## config.mk

```make
export PLATFORM = sky130hd
export DESIGN_NAME = qnigma_mdio_master
export DESIGN_NICKNAME = d
export VERILOG_FILES = /design/src/rtl/qnigma_mdio_master.sv
export SDC_FILE = /design/constraint.sdc
export NUM_CORES = 1
export LEC_CHECK = 0
export BUFFER_PORTS_ARGS = -buffer_cell sky130_fd_sc_hd__clkbuf_2
export CORE_MARGIN = 4
export CORE_UTILIZATION = 35
export CTS_CLUSTER_DIAMETER = 50
export DETAILED_ROUTE_END_ITERATION = 10
export GPL_ROUTABILITY_DRIVEN = 0
export PLACE_DENSITY_LB_ADDON = 0.15
export SYNTH_ARGS = -nofsm -noshare
export SYNTH_HDL_FRONTEND = slang
export SYNTH_SLANG_ARGS = --single-unit
```

## constraint.sdc

```tcl
create_clock -name clk -period 2 [get_ports clk]
set_clock_uncertainty 0.2 [all_clocks]
set_input_delay 0.4 -clock clk [delete_from_list [all_inputs] [get_ports clk]]
set_output_delay 0.4 -clock clk [all_outputs]
set_load 0.05 [all_outputs]
```

## src/rtl/qnigma_mdio_master.sv

```systemverilog
// Clause-22 MDIO master: turns one read/write request into a preamble + frame on
// mdc/mdo/mdt and shifts read data in from mdi.
module qnigma_mdio_master #(
  parameter int DIV     = 4,
  parameter int PRE_LEN = 32
) (
  input  logic        clk,
  input  logic        rst,
  input  logic        req,
  input  logic        rnw,
  input  logic [4:0]  phy_adr,
  input  logic [4:0]  reg_adr,
  input  logic [15:0] wdat,
  output logic        rdy,
  output logic        rval,
  output logic [15:0] rdat,
  output logic        done,
  output logic        mdc,
  output logic        mdo,
  output logic        mdt,
  input  logic        mdi
);

  // state | meaning
  // IDLE  | waiting for req, mdc parked low, bus released
  // PRE   | PRE_LEN preamble ones
  // HDR   | ST, OP, PHYAD, REGAD (14 bits)
  // TA    | turnaround (2 bits), released on reads
  // DATA  | 16 data bits, driven on writes, sampled on reads
  // END   | one released idle bit, completion on its last cycle
  typedef enum logic [2:0] {IDLE, PRE, HDR, TA, DATA, END} state_t;

  localparam logic [7:0] DIV_LD = 8'(DIV - 1);
  localparam logic [5:0] PRE_LD = 6'(PRE_LEN - 1);

  state_t      state, state_nx;
  logic [7:0]  div_cnt;
  logic [5:0]  bit_cnt;
  logic [5:0]  bit_ld;
  logic [31:0] tx;
  logic [15:0] rx;
  logic        rd;
  logic        eop;
  logic        last_bit;
  logic        pre_last;

  always_ff @(posedge clk) begin
    if (!rst) state <= IDLE;
    else      state <= state_nx;
  end

  always_comb begin
    eop      = (state != IDLE) && mdc && (div_cnt == 8'd0);
    last_bit = eop && (bit_cnt == 6'd0);
    // one cycle ahead of the final END cycle, so done/rval/rdat register in step
    pre_last = (state == END) && mdc && (div_cnt == 8'd1);
    rdy      = (state == IDLE);
    state_nx = state;
    case (state)
      IDLE:    if (req)      state_nx = PRE;
      PRE:     if (last_bit) state_nx = HDR;
      HDR:     if (last_bit) state_nx = TA;
      TA:      if (last_bit) state_nx = DATA;
      DATA:    if (last_bit) state_nx = END;
      END:     if (last_bit) state_nx = IDLE;
      default:               state_nx = IDLE;
    endcase
    bit_ld = 6'd0;
    case (state_nx)
      PRE:     bit_ld = PRE_LD;
      HDR:     bit_ld = 6'd13;
      TA:      bit_ld = 6'd1;
      DATA:    bit_ld = 6'd15;
      default: bit_ld = 6'd0;
    endcase
  end

  always_ff @(posedge clk) begin
    if (!rst) begin
      div_cnt <= '0;
      bit_cnt <= '0;
      mdc     <= 1'b0;
      mdo     <= 1'b1;
      mdt     <= 1'b0;
      tx      <= '0;
      rx      <= '0;
      rd      <= 1'b0;
      rdat    <= '0;
      rval    <= 1'b0;
      done    <= 1'b0;
    end else begin
      done <= pre_last;
      rval <= pre_last && rd;
      if (pre_last && rd) rdat <= rx;
      if ((state == DATA) && !mdc && (div_cnt == 8'd0)) rx <= {rx[14:0], mdi};

      if (state == IDLE) begin
        if (req) begin
          rd      <= rnw;
          // read frames carry ones in TA/DATA so mdo idles high while released
          tx      <= {2'b01, rnw ? 2'b10 : 2'b01, phy_adr, reg_adr,
                      rnw ? 2'b11 : 2'b10, rnw ? 16'hFFFF : wdat};
          bit_cnt <= PRE_LD;
          div_cnt <= DIV_LD;
          mdc     <= 1'b0;
          mdo     <= 1'b1;
          mdt     <= 1'b1;
        end
      end else if (eop) begin
        div_cnt <= DIV_LD;
        mdc     <= 1'b0;
        bit_cnt <= (state_nx == state) ? bit_cnt - 6'd1 : bit_ld;
        case (state_nx)
          PRE: begin
            mdo <= 1'b1;
            mdt <= 1'b1;
          end
          HDR, TA, DATA: begin
            mdo <= tx[31];
            tx  <= {tx[30:0], 1'b0};
            mdt <= (state_nx == HDR) || !rd;
          end
          default: begin
            mdo <= 1'b1;
            mdt <= 1'b0;
          end
        endcase
      end else if (div_cnt == 8'd0) begin
        mdc     <= ~mdc;
        div_cnt <= DIV_LD;
      end else begin
        div_cnt <= div_cnt - 8'd1;
      end
    end
  end

endmodule

```

# --- Yosys cells after proc, flatten, opt, wreduce, memory -nomap -nowiden ---
# Cells that the tools add are included.
# Widths: inputs -> output; s select.
op_classes:
  n_addsub: 2
  n_eq_ne: 12
  mux: 34
  bitwise_logic: 1
  reduce_logical: 23
op_table:
  columns: ["operator", "n"]
  rows:
  - ["$mux 32", 4]
  - ["$mux 8", 4]
  - ["$mux 6", 4]
  - ["$pmux 5 s4", 1]
  - ["$mux 3", 6]
  - ["$pmux 3 s6", 1]
  - ["$mux 16", 1]
  - ["$eq 3x2->1 const B", 4]
  - ["$mux 1", 11]
  - ["$eq 3x3->1 const B", 3]
  - ["$eq 8x1->1 const B", 1]
  - ["$logic_and 1x1->1", 8]
  - ["$logic_not 8->1", 1]
  - ["$sub 8x1->8 const B", 1]
  - ["$eq 3x1->1 const B", 2]
  - ["$logic_not 6->1", 1]
  - ["$reduce_and 2->1", 3]
  - ["$reduce_bool 3->1", 2]
  - ["$sub 6x1->6 const B", 1]
  - ["$reduce_bool 2->1", 2]
  - ["$eq 3x3->1", 1]
  - ["$logic_not 3->1", 1]
  - ["$reduce_and 3->1", 1]
  - ["$reduce_or 3->1", 1]
  - ["other kinds (6)", 7]
word_totals:
  register_bits: 87
  input_bits: 31
  output_inout_bits: 22
  elab_cells: 84

# --- Longest topological paths before layout ---
# Gate-level depths: netlist of run 1.
logic_depth:
  ltp_word: 11
  depth_mapped: 9
  depth_no_buf: 7

# --- Worst setup path after synthesis of run 1 ---
# Ideal clock, no wire load.
synth_path:
  path_kind: "register to register"
  start: "register mdc"
  end: "register bit_cnt[3]"
  setup_ps: 119
  arrival_ps: 1964
  required_ps: 1681
  slack_ps: -283
  stages_incl_launch_ff: 7
  n_path_buf: 2
  synth_period_minus_slack_ps: 2283
  path_cell_list: "dfxtp_1 clkbuf_1 and4_4 buf_2 o21ai_0 o21a_1 o221a_2"
synth_via:
  elab_chain_len: 10
  word_cells_on_any_way: 20
  classes_between: "eq/ne (5); mux (10); reduce/logical (5)"
synth_rtl:
  columns: ["element", "line", "source"]
  rows:
  - ["start, declared", "18", "output logic mdc,"]
  - ["start signal, assigned", "129", "mdc <= ~mdc;"]
  - ["$logic_and 1x1->1 * (2 in a row)", "53", "eop = (state != IDLE) && mdc && (div_cnt == 8'd0);"]
  - ["$logic_and 1x1->1", "54", "last_bit = eop && (bit_cnt == 6'd0);"]
  - ["$mux 3, on equally long branches", null, null]
  - ["$pmux 3 s6", "59", "case (state)"]
  - ["$eq 3x3->1, or another cell as far along", "69", "case (state_nx)"]
  - ["$pmux 5 s4", "69", null]
  - ["$mux 6", "112", "bit_cnt <= (state_nx == state) ? bit_cnt - 6'd1 : bit_ld;"]
  - ["$mux 6", "109", "end else if (eop) begin"]
  - ["$mux 6", "97", "if (state == IDLE) begin"]
  - ["end signal, assigned", "112", null]
  - ["end, declared", "38", "logic [5:0] bit_cnt;"]
# Mark *: on every way between the ends. The rest lies on a longest branch, timed or not. The select of a mux whose other input is x is not followed.
# A chain may end at the register's enable or synchronous reset.

# --- Final worst setup path of run 1 ---
layout_path:
  start: "register div_cnt[6]"
  end: "register tx[15]"
layout_via:
  elab_chain_len: 9
  word_cells_on_any_way: 16
  classes_between: "eq/ne (3); mux (6); reduce/logical (7)"
layout_rtl:
  columns: ["element", "line", "source"]
  rows:
  - ["start, declared", "37", "logic [7:0] div_cnt;"]
  - ["start signal, assigned", "132", "div_cnt <= div_cnt - 8'd1;"]
  - ["$logic_not 8->1 *", "53", null]
  - ["$logic_and 1x1->1 *", "53", null]
  - ["$logic_and 1x1->1", "54", null]
  - ["$mux 3, on equally long branches", null, null]
  - ["$pmux 3 s6", "59", null]
  - ["$eq 3x2->1 or $eq 3x3->1 (tied branches)", "113", "case (state_nx)"]
  - ["$reduce_or 3->1", "113", null]
  - ["$reduce_bool 2->1 (no line)", null, null]
  - ["$reduce_and 3->1 (no line) *", null, null]
  - ["end signal, assigned", "101", "tx <= {2'b01, rnw ? 2'b10 : 2'b01, phy_adr, reg_adr,"]
  - ["end signal, assigned", "120", "tx <= {tx[30:0], 1'b0};"]
  - ["end, declared", "40", "logic [31:0] tx;"]
# Mark *: on every way between the ends. The rest lies on a longest branch, timed or not.

==> out/summary.md, run 1 <==
The path type of the worst min-delay path was primary input to flop. The logs give -4.62 ns for the aggregate negative setup slack and 0 for the number of antenna violations at the first check in global routing. The minimum clock period is 2.16 ns, and the row count is 38. The cell type with the highest occurrence count on the critical path is buf_4. The top cell types in the final layout, fill and taps aside, are 82 x dfxtp_1, 56 x buf_4, 51 x clkbuf_2, 49 x nand2_1. The detail route stage leaves a number of antenna-violating nets equal to 0. The total overflow left after global routing is 0. Synthesis produced a netlist whose cell count is 446. The number of global-route vias before repair is 3441, and the proportion of register bits with asynchronous set or reset after synthesis is 0%. On the critical path, the stage with the largest delay is an instance of dfxtp_2. Leading register cell type out of synthesis: dfxtp_1. Measured against its own limit, the worst slew margin works out to 66.7%. The cell type contributing the most total cell area after synthesis is dfxtp_1. Summed over its instances, the top area cell type makes up 43.1% of the synthesized netlist area. The largest fanout of any net on the critical path works out to 8. The final critical path takes up 108% of the cycle. Setup repair after global routing could not meet its margin everywhere. The final layout contains 582 nets. The checks that failed: negative setup slack.

The largest stage delay on the critical path works out to 0.34 ns. Area of the core: 0.0111 sq mm. After clock tree synthesis, the clock-pin slew on the worst setup and hold paths is 0.07 ns. Yosys attributes the largest share of cell area to dfxtp_1 43%, mux2i_1 12%, nand2_1 4.6%, nor2_1 4.6%, a311oi_1 3.2%. The tools report the least setup slack across all paths after layout as -0.164 ns. TritonCTS built the clock tree. The tools report the count of final hold-check violations as 0.

The tree is rooted in a clkbuf_16. The per-cell via count in the routed design is 5.19. The critical path is of the flop to flop type. The largest net degree at the start of global routing came out at 48.

The initial DRC count is 156. The number of flip-flops and latches in the synthesized netlist was 87; the peak supply drop was 0.501 mV. In the global route stage, overall resource usage came out at 15.6%.

Count of input and output buffers: 52. The slew at the pin with the worst max-slew slack is 0.492 ns. The synthesized netlist devotes 19.4% of its cell area to simple gates. Walking the worst path, the cells encountered are nor4_4, buf_4, buf_4, a41oi_4, a311oi_4, and2_4, buf_12, mux2i_1. The analysis attributes to cell leakage a power of 2.44 nW.

Of the cells placed in the final design, the portion with a size suffix greater than 1 is 33.7%. Number of hold buffers added after CTS: 0. The power density over the cells was 841 mW/mm^2; the clock insertion delay at the later pin of the skew report was 0.34 ns.

At the worst endpoint, the arrival time is 2.23 ns. Across the run, the number of max-cap violations was 0. The die is 115 um wide. 0 antenna diodes ended up in the layout. The detailed placer's ending HPWL is 6.72 mm, and the detailed-route DRC error count is 0. Counting the buffers created by CTS gives 9.

The flow ran to the end, but the final reports show violations. Yosys printed 0 warnings. The die covers 0.0133 sq mm.

The synthesized netlist devotes 1.24% of its cell area to adder and majority cells. The most common library cell in the layout ignoring fill and taps is dfxtp_1. The clock passes through at most 2 buffers. The synthesized netlist devotes 18.6% of its cell area to compound gates. Yosys mapped the design onto 57 distinct sky130hd cell types. The H-tree depth came out at 3. Counting every net in the synthesized netlist gives 481.

The routed layout has 3593 vias. At the worst endpoint, the required time is 2.07 ns. After detailed routing, the average wire length per cell comes to 14.7 um. Setup violations remaining at the end of the flow were counted as 41. The run gives 0 as the max-slew violation total from the final report.

From synthesis to final layout, the design area changed by 36.0%. 53 I/O pins were placed. The worst setup path is launched from a flop. The number of sinks driven by the clock tree is 87. For the sequential-to-total area share from yosys stat, the log shows 43.1%. The first TritonRoute pass finished after 4 iterations. The first global-routing pass estimated 16.8 mm of wire.

Derived from the worst setup path, the maximum achievable clock frequency is 462 MHz. Final routed wirelength across all metal layers: 10.2 mm. After Yosys synthesis, XOR and XNOR cells account for 0.217% of the synthesized area.

The multiplexer area fraction after synthesis is 12.1%, and the post-layout utilization of the core is 49.7%. STA classifies the critical path endpoint as a flop. The number of enable flip-flop cells after synthesis came out at 0. By area, the combinational part of the netlist is dominated by simple AND/OR/NAND/NOR gates. The run gives 0.00404 sq mm as the netlist area before placement.

The die is 115 um tall. Once the floorplan was initialized, standard cells occupied 36.5% of the core. Counting the fill cells in the layout gives 1068. A synthesized cell averages 9.07 sq um.
-- power breakdown --
part	total [W]	switching [W]	internal (W)
combinational	0.000861	0.000432	0.000429
clock	0.00188	0.000762	0.00112
sequential	0.00188	0.0000574	0.00182
total	0.00463	0.00125	0.00337
-- path summary, 6_finish.rpt --
path	startpoint	to	slack, ns	cells past startpoint
worst max-delay path	div_cnt[6]$_SDFFE_PN0P_	tx[15]$_SDFFE_PN0P_	-0.16	8
worst min-delay path	mdi	rx[0]$_SDFFE_PN0P_	0.10	3
worst max register to register	div_cnt[6]$_SDFFE_PN0P_	tx[15]$_SDFFE_PN0P_	-0.16	8
worst min register to register	tx[11]$_SDFFE_PN0P_	tx[11]$_SDFFE_PN0P_	0.26	2
-- cell families (layout without fill, tap and decap cells) --
family	after synthesis	in the layout
buffers and inverters	43	149
and+or+nand+nor	161	161
AOI/OAI and AO/OA	101	101
DFF	87	87
xor gates and xnor gates	1	1
muxes	49	49
adders and majority gates	4	4
-- registers in the layout (all words and copies together) (netlist names) --
signal and count:
mdc 1, tx 32, mdt 1, state 3, done 1, mdo 1, rx 16, rdat 16
div_cnt 8, rval 1, bit_cnt 6, rd 1
-- stage by stage --
| stage | hold slack [ns] | cell area [sq um] | cells | worst slack (ns) | power [W] |
|---|---|---|---|---|---|
| finish | 0.104 | 5500 | 692 | -0.164 | 0.00463 |
| detailed placement | 0.247 | 4800 | 663 | -0.230 | 0.00262 |
| global placement | 0.242 | 4800 | 663 | -0.188 | 0.00262 |
| global route | 0.121 | 5500 | 692 | -0.283 | 0.00483 |
| CTS | 0.0955 | 5320 | 688 | -0.213 | 0.00459 |
| floorplan | 0.235 | 4090 | 446 | -0.134 | 0.00236 |
-- final cells by class --
class | count | area [sq um] | area share (%)
clock inverter | 7 | 106 | 1.93
clock buffer | 9 | 225 | 4.09
inverter | 8 | 32.5 | 0.591
sequential | 87 | 1750 | 31.8
tap | 140 | 175 | 3.18
timing repair buffer | 125 | 951 | 17.3
multi-input combinational | 316 | 2260 | 41.1
-- worst max-delay path, delay by kind of cell (launching register included) --
kind / cells / cell delay, ns
simple gates: 2 / 0.54
buf+inv: 3 / 0.46
flops: 1 / 0.34
compound gates: 2 / 0.37
mux: 1 / 0.19
-- repair_timing --
item	in CTS	in global routing
pin swaps	13	22
gates resized for setup	18	39
setup buffers	7	5
gates cloned	2	0
setup endpoints to repair	39	62
hold endpoints to repair	0	0
-- synthesized netlist by cell type, types with 2 or more instances --
cell type  count
nand2_1       50
o21ai_0       10
a311oi_1      15
o211a_1        2
buf_8          2
o21bai_1       3
o21a_1         2
mux2i_1       49
nand2b_1       3
nor2_1        50
ha_1           4
nand4_1        4
o211ai_1      15
clkbuf_1      21
a21oi_1       26
nor3_1         9
o22ai_1        2
and2_1         5
inv_1          6
nor4_1         2
dfxtp_1       87
nor4b_1        2
o221a_2        4
nor4_2         2
clkinv_1       2
nand3_1        5
buf_2          7
buf_4          4
or3_1         19
a2bb2oi_1      2
a31oi_1        3
o221ai_1       2
a211oi_1       2
a21o_1         2
-- layer usage --
metal | GRT usage, % | routed length (um) | vias to the layer above | part of all wire [%]
li1 | - | - | 1828 | -
met1 | 21.5 | 4920 | 1690 | 48
met2 | 24.2 | 4700 | 61 | 46
met3 | 2.87 | 342 | 14 | 3.4
met4 | 6.57 | 199 | 0 | 2.0
met5 | 0 | 0 | - | 0
Power figures use the tool's default switching activity.
==> inputs of run 2 (changes only) <==
clock period = 1.95 ns   (was 2 ns; I/O delays follow)
==> out/summary.md, run 2 (synthesis gave the netlist of run 1 again) <==
The tools report the number of maximum-capacitance constraint violations as 0. The peak supply drop came out at 0.410 mV. For this block, wires on met1 add up to 5.00 mm.

The flow ran to the end, but the final reports show violations. Power spread over the standard cell area amounts to 792 mW/mm^2. The largest registers in the layout are tx x32, rdat x16, rx x16. The number of placed I/O pins was 53.

The cell type with the highest occurrence count on the critical path was buf_4. In this run the critical register-to-register path is launched from div_cnt[7]$_SDFFE_PN0P_. The count of input and output buffers is 52. Via count of the routed design: 3615. The remaining antenna violation count is 0, and the row count is 38. Once layout is done, the placed cells without fillers occupy 0.00557 sq mm.

Data on the critical path is required at its endpoint by 2.02 ns. The H-tree depth is 3, and the aggregate negative setup slack is -6.75 ns. The clock input transition at the sequential cells of the worst setup and hold paths is 0.06 ns. The critical path in this run is classified as flop to flop.

Effective utilization at floorplan: 36.5%. The tools report the top achievable clock speed as 460 MHz. For this run, the slowest stage of the critical path takes 0.32 ns. The first global-routing pass estimated 16.7 mm of wire. In this run the static leakage power is 2.47 nW.

Measured against its own limit, the worst slew margin works out to 56.4%. Number of hold buffers added after CTS: 0. The cell with the largest stage delay on the worst path was dfxtp_1. The placed instances occupy a cell area of 0.00487 sq mm.

The wire length per cell after detailed routing is 14.9 um, and the number of clock buffers inserted by TritonCTS is 9. The tools report the fill cell instance count of the final layout as 1034. The logs give 10.4 mm for the final routed wirelength across all metal layers and 2 for the buffer depth of the longest clock path. Setup violations remaining at the end of the flow were counted as 42.

TritonCTS built the clock tree. The register with the most flip-flops was tx. Dividing the final minimum period by the clock period gives 111%. The tree built by TritonCTS fans out to 87 sinks. The worst slack after detailed placement is -0.233 ns, and the detailed placer's ending HPWL is 6.87 mm. The tools report the initial DRC count as 151.

The repair_antennas step left the layout with diodes totalling 0. For the worst setup path, the data arrival time is 2.24 ns. Traced cell by cell, the critical path runs through nor4_2, buf_4, buf_4, a41oi_2, a311oi_4, and2_4, buf_6, mux2i_1. On the final layout, the worst hold slack is 0.0924 ns. The number of cells on the worst hold path came out at 3. Signal routing reaches up to met4. Counting both buffers and inverters, the worst setup path holds a total of 3. The first detailed-routing pass ran for 4 iterations. Layout overhead on the synthesized area: 37.8%. Leaving out fill and tap cells, the most frequent cell in the layout is dfxtp_1. The logs give 0 for the count of final hold-check violations and 670 for the total instance count after detailed placement. The tools report the category of the worst setup path launch point as a flop. Capture instance of the worst register-to-register path: tx[28]$_SDFFE_PN0P_. In this run the horizontal extent of the chip is 115 um. Wire segments on met2 add up to 4.66 mm in the final route. The worst min-delay path startpoint was mdi. The total overflow left after global routing is 0.

Setup repair after global routing could not meet its margin everywhere. The logs give 0 for the detailed-route DRC error count and 0 for the max-slew violation total from the final report. The die covers 0.0133 sq mm. The cell sitting at the root of the clock tree is a clkbuf_16.

The number of antenna violations at the first check in global routing was 0. The cell class contributing the biggest share of worst-path delay was simple AND/OR/NAND/NOR gates. Of all nets on the critical path, the largest fanout is 11.

For the worst flop-to-flop path, the logic depth is 8. The library cells used most frequently in the layout, excluding fill and tap cells, are 82 x dfxtp_1, 58 x buf_4, 51 x clkbuf_2, 49 x nor2_1, 49 x nand2_1. The final reports fail on negative setup slack. The routed design could run at a clock period as short as 2.17 ns. The die height is 115 um, and the least setup slack across all paths after layout is -0.224 ns. Summed over all nets, wire length on met3 after detailed routing comes to 553 um.

At the pin with the least slew margin, the transition time is 0.646 ns. The run gives 15.7% as the total global routing track utilization. The worst setup path is captured at a flop. After floorplanning, the core was sized to cover 0.0111 sq mm.

The count of cells in the finished layout, fillers not included, comes to 699. At the later pin of the worst-skew pair, clock insertion delay measures 0.34 ns. The worst hold path belongs to the class primary input to flop. The fraction of layout instances using a drive strength above 1 was 35.6%. The run gives 589 as the final net count. For hold timing, the worst endpoint is rx[0]$_SDFFE_PN0P_. Entering global routing, the biggest net connects 48 pins.

Number of global-route vias before repair: 3360. Dividing the detail-routed via count by the number of cells gives 5.17. The setup check on the worst reg-to-reg path leaves a slack of -0.22 ns. The register with the most flip-flops in the layout has 32 of them.
run 2: cell count changes in the layout (fill, tap and decap cells not counted), sizes merged:
cell / previous run / this run
clkbuf: 61 / 65
inv: 12 / 7
clkinv: 1 / 5
clkinvlp: 0 / 3
buf: 73 / 76
bufinv: 2 / 0
run 2: final cells by class:
cell class                      instances  area (sq um)  area share [%]
Clock buffer                            9           225            4.04
Clock inverter                          7          56.3            1.01
Inverter                                8          37.5           0.674
Multi-Input combinational cell        316          2260            40.6
Sequential cell                        87          1750            31.4
Tap cell                              140           175            3.14
Timing Repair Buffer                  132          1070            19.1
run 2: power by group:
group	switching, W	total (W)	internal, W
clock	0.000755	0.00163	0.000877
combinational	0.000435	0.000853	0.000418
sequential	0.0000562	0.00193	0.00187
total	0.00125	0.00441	0.00316
run 2: layer usage:
metal  global-route usage [%]  up-vias
met5                        0        -
met4                     5.71        0
met3                     3.81       13
met2                     23.9       84
met1                     21.8     1682
li1                         -     1836
run 2: worst reg2reg max path: stages (launching register included):
cell and delay [ns]:
dfxtp_1 0.32, nor4_2 0.27, buf_4 0.18, buf_4 0.11
a41oi_2 0.13, a311oi_4 0.27, and2_4 0.27, buf_6 0.17
mux2i_1 0.19
run 2: worst max-delay path by stage:
| stage | slack [ns] | start | cells past startpoint | to |
|---|---|---|---|---|
| finish | -0.22 | div_cnt[7]$_SDFFE_PN0P_ | 8 | tx[28]$_SDFFE_PN0P_ |
| global route | -0.34 | div_cnt[0]$_SDFFE_PN0P_ | 9 | tx[7]$_SDFFE_PN0P_ |
| CTS | -0.20 | div_cnt[7]$_SDFFE_PN0P_ | 8 | tx[4]$_SDFFE_PN0P_ |
| detailed placement | -0.23 | state[1]$_SDFF_PN0_ | 8 | tx[4]$_SDFFE_PN0P_ |
| global placement | -0.19 | state[1]$_SDFF_PN0_ | 8 | tx[8]$_SDFFE_PN0P_ |
| floorplan | -0.18 | state[0]$_SDFF_PN0_ | 8 | tx[10]$_SDFFE_PN0P_ |
run 2: through the flow:
stage | utilization [%] | total power [W]
4_1_cts | 48.0 | 0.00440
3_5_place_dp | 43.9 | 0.00273
6_report | 50.3 | 0.00441
3_3_place_gp | 43.9 | 0.00272
5_1_grt | 50.3 | 0.00462
2_1_floorplan | - | 0.00242
run 2: what timing repair did:
item / in CTS / in global routing
pin swaps: 9 / 15
cloned: 0 / 4
buffers inserted: 6 / 8
hold endpoints to repair: 0 / 0
setup endpoints to repair: 44 / 80
gates resized for setup: 29 / 30
==> inputs of run 3 (changes only) <==
TNS_END_PERCENT = 5   (was not set)
==> out/summary.md, run 3 (synthesis gave the netlist of run 1 again) <==
The flow ran to the end, but the final reports show violations. The final reports fail on negative setup slack. Pin placement for this block handled 53 I/O pins. STA classifies the critical path endpoint as a flop. STA puts the critical path data arrival time at 2.18 ns. The die height is 115 um. The required time reported for the critical path endpoint is 2.02 ns. Along the worst path, the maximum fanout reaches 20.

The buffer depth of the longest clock path came out at 2. The wire length per cell after detailed routing is 14.2 um, and the number of global-route vias before repair is 3451. The total power draw was 0.00434 W; the total of endpoints with negative setup slack in the final report was 39. TritonCTS built the clock tree. Headroom to the max-slew limit came out at 69.0%. Once the floorplan was initialized, standard cells occupied 36.5% of the core. The final design area excluding fillers is 0.00531 sq mm.

From synthesis to final layout, the design area changed by 31.2%. Static timing analysis puts the maximum clock frequency at 475 MHz. Before antenna repair, the detailed router went through 4 iterations. Ranked by flip-flop count, first place goes to tx. The least setup slack across all paths after layout was -0.156 ns; the fraction of layout instances using a drive strength above 1 was 31.7%. The later pin in the worst-skew pair is clocked with a latency of 0.34 ns. Number of sinks driven by the clock tree: 87.

The cell depth of the worst setup path was 8; the final routed wirelength across all metal layers was 9.72 mm. The number of antenna violations at the first check in global routing is 0. Horizontal die dimension: 115 um. Entering global routing, the biggest net connects 48 pins. The count of input and output buffers is 52. The detail route stage leaves a number of antenna-violating nets equal to 0. The cell class contributing the biggest share of worst-path delay was simple AND/OR/NAND/NOR gates. After clock tree synthesis, the flow added hold-fix buffers numbering 0.

The signal on the critical path passes through inv_2, ha_4, nor3b_4, a41oi_2, a311oi_4, and2_4, buf_12, mux2i_1. The cell with the largest stage delay on the worst path is dfxtp_2. The number of diodes added for antenna fixing is 0, and the total cell area at the placement stage is 0.00485 sq mm. Clock-pin slew was measured on the worst setup and hold paths at 0.07 ns. Global routing consumed, over all layers together, 15.6% of the routing resources. The critical path is of the flop to flop type. The run gives 0 as the number of maximum-capacitance constraint violations. After global routing the overflow that remains totals 0. The cell leakage power was 2.36 nW; the path depth of the worst reg2reg path was 8.

For this block, the initial DRC count from the detailed router was 125. The tools report the category of the worst setup path launch point as a flop. The number of flip-flops under the largest register name came out at 32.

The largest stage delay on the critical path is 0.32 ns, and the slew at the pin with the worst max-slew slack is 0.465 ns. The max-slew violation total from the final report is 0. For the peak supply drop, the log shows 0.391 mV. The worst hold path was traced through 3 stages. Setup repair after global routing could not meet its margin everywhere.

The wire-length estimate of the detail-placed layout is 6.63 mm. The first global-routing pass estimated 16.8 mm of wire. Across all layers, the routed design uses 3531 vias. Post-route fraction of the period consumed by the critical path: 108%.

The largest registers in the layout are tx x32, rdat x16, rx x16. The worst hold path belongs to the class primary input to flop. The tools report the area of the core as 0.0111 sq mm.

Summed over all failing endpoints, the final setup total negative slack is -4.42 ns. The count of buffering cells on the critical path with inverters included came out at 2. The tools report the number of clock buffers inserted by TritonCTS as 9.

In the routed layout, each cell is associated on average with a via count of 5.15. The tools report the full die area as 0.0133 sq mm. The top cell types in the final layout, fill and taps aside, are 82 x dfxtp_1, 52 x buf_4, 51 x clkbuf_2.

The power density over the cells was 818 mW/mm^2. The root buffer cell chosen for the clock tree is clkbuf_16. For this run, the share of the core covered by cells in the final layout is 47.9%. The count of final hold-check violations came out at 0. In the routed design, unresolved DRC markers number 0. Leaving out fill and tap cells, the most frequent cell in the layout is dfxtp_1.

The final net count came out at 575. The initialized floorplan defines 38 standard-cell rows. The worst slack after detailed placement is -0.287 ns, and the minimum clock period is 2.11 ns.

The clock tree synthesis step divided the H-tree into 3 levels.
==> run 3: metal layers <==
layer	up-vias	routed length (um)	track usage, %
met4	0	146	5.71
met1	1661	4870	21.2
met3	12	434	4.75
li1	1805	-	-
met5	-	0	0
met2	53	4260	23.3
==> run 3: final cells by class <==
| type | count | area (sq um) |
|---|---|---|
| Tap cell | 140 | 175 |
| Multi-Input combinational cell | 316 | 2180 |
| Inverter | 8 | 35.0 |
| Clock inverter | 6 | 46.3 |
| Clock buffer | 10 | 239 |
| Sequential cell | 87 | 1750 |
| Fill cell | 1054 | 5770 |
| Timing Repair Buffer | 118 | 880 |
==> run 3: per-stage QoR <==
stage / hold WS [ns] / cells
final: 0.0933 / 685
after global routing: 0.0915 / 685
after CTS: 0.0836 / 684
after detailed placement: 0.251 / 666
after global placement: 0.244 / 666
after floorplan: 0.235 / 446
==> run 3: tightest hold or removal path, stage by stage <==
cell      delay (ns)
clkbuf_2        0.08
mux2i_1         0.06
nor2_1          0.07
==> run 3: worst paths after layout <==
| check | to | from | slack (ns) |
|---|---|---|---|
| setup / recovery | tx[10]$_SDFFE_PN0P_ | div_cnt[1]$_SDFFE_PN0P_ | -0.16 |
| hold / removal | rx[0]$_SDFFE_PN0P_ | mdi | 0.09 |
| setup reg to reg | tx[10]$_SDFFE_PN0P_ | div_cnt[1]$_SDFFE_PN0P_ | -0.16 |
| hold reg to reg | tx[9]$_SDFFE_PN0P_ | tx[9]$_SDFFE_PN0P_ | 0.26 |
==> run 3: power by group <==
| group | leakage (nW) | total (W) | switching, W | internal [W] |
|---|---|---|---|---|
| Sequential | 0.711 | 0.00193 | 0.0000582 | 0.00187 |
| Combinational | 1.52 | 0.000774 | 0.000402 | 0.000372 |
| Clock | 0.135 | 0.00164 | 0.000735 | 0.000902 |
| Total | 2.36 | 0.00434 | 0.00119 | 0.00314 |
==> run 3: repair_timing <==
item | 4_1_cts | 5_1_grt
cloned | 0 | 0
setup buffers | 2 | 1
pin swaps | 4 | 10
endpoints found under the setup margin | 42 | 81
resized for setup | 25 | 16
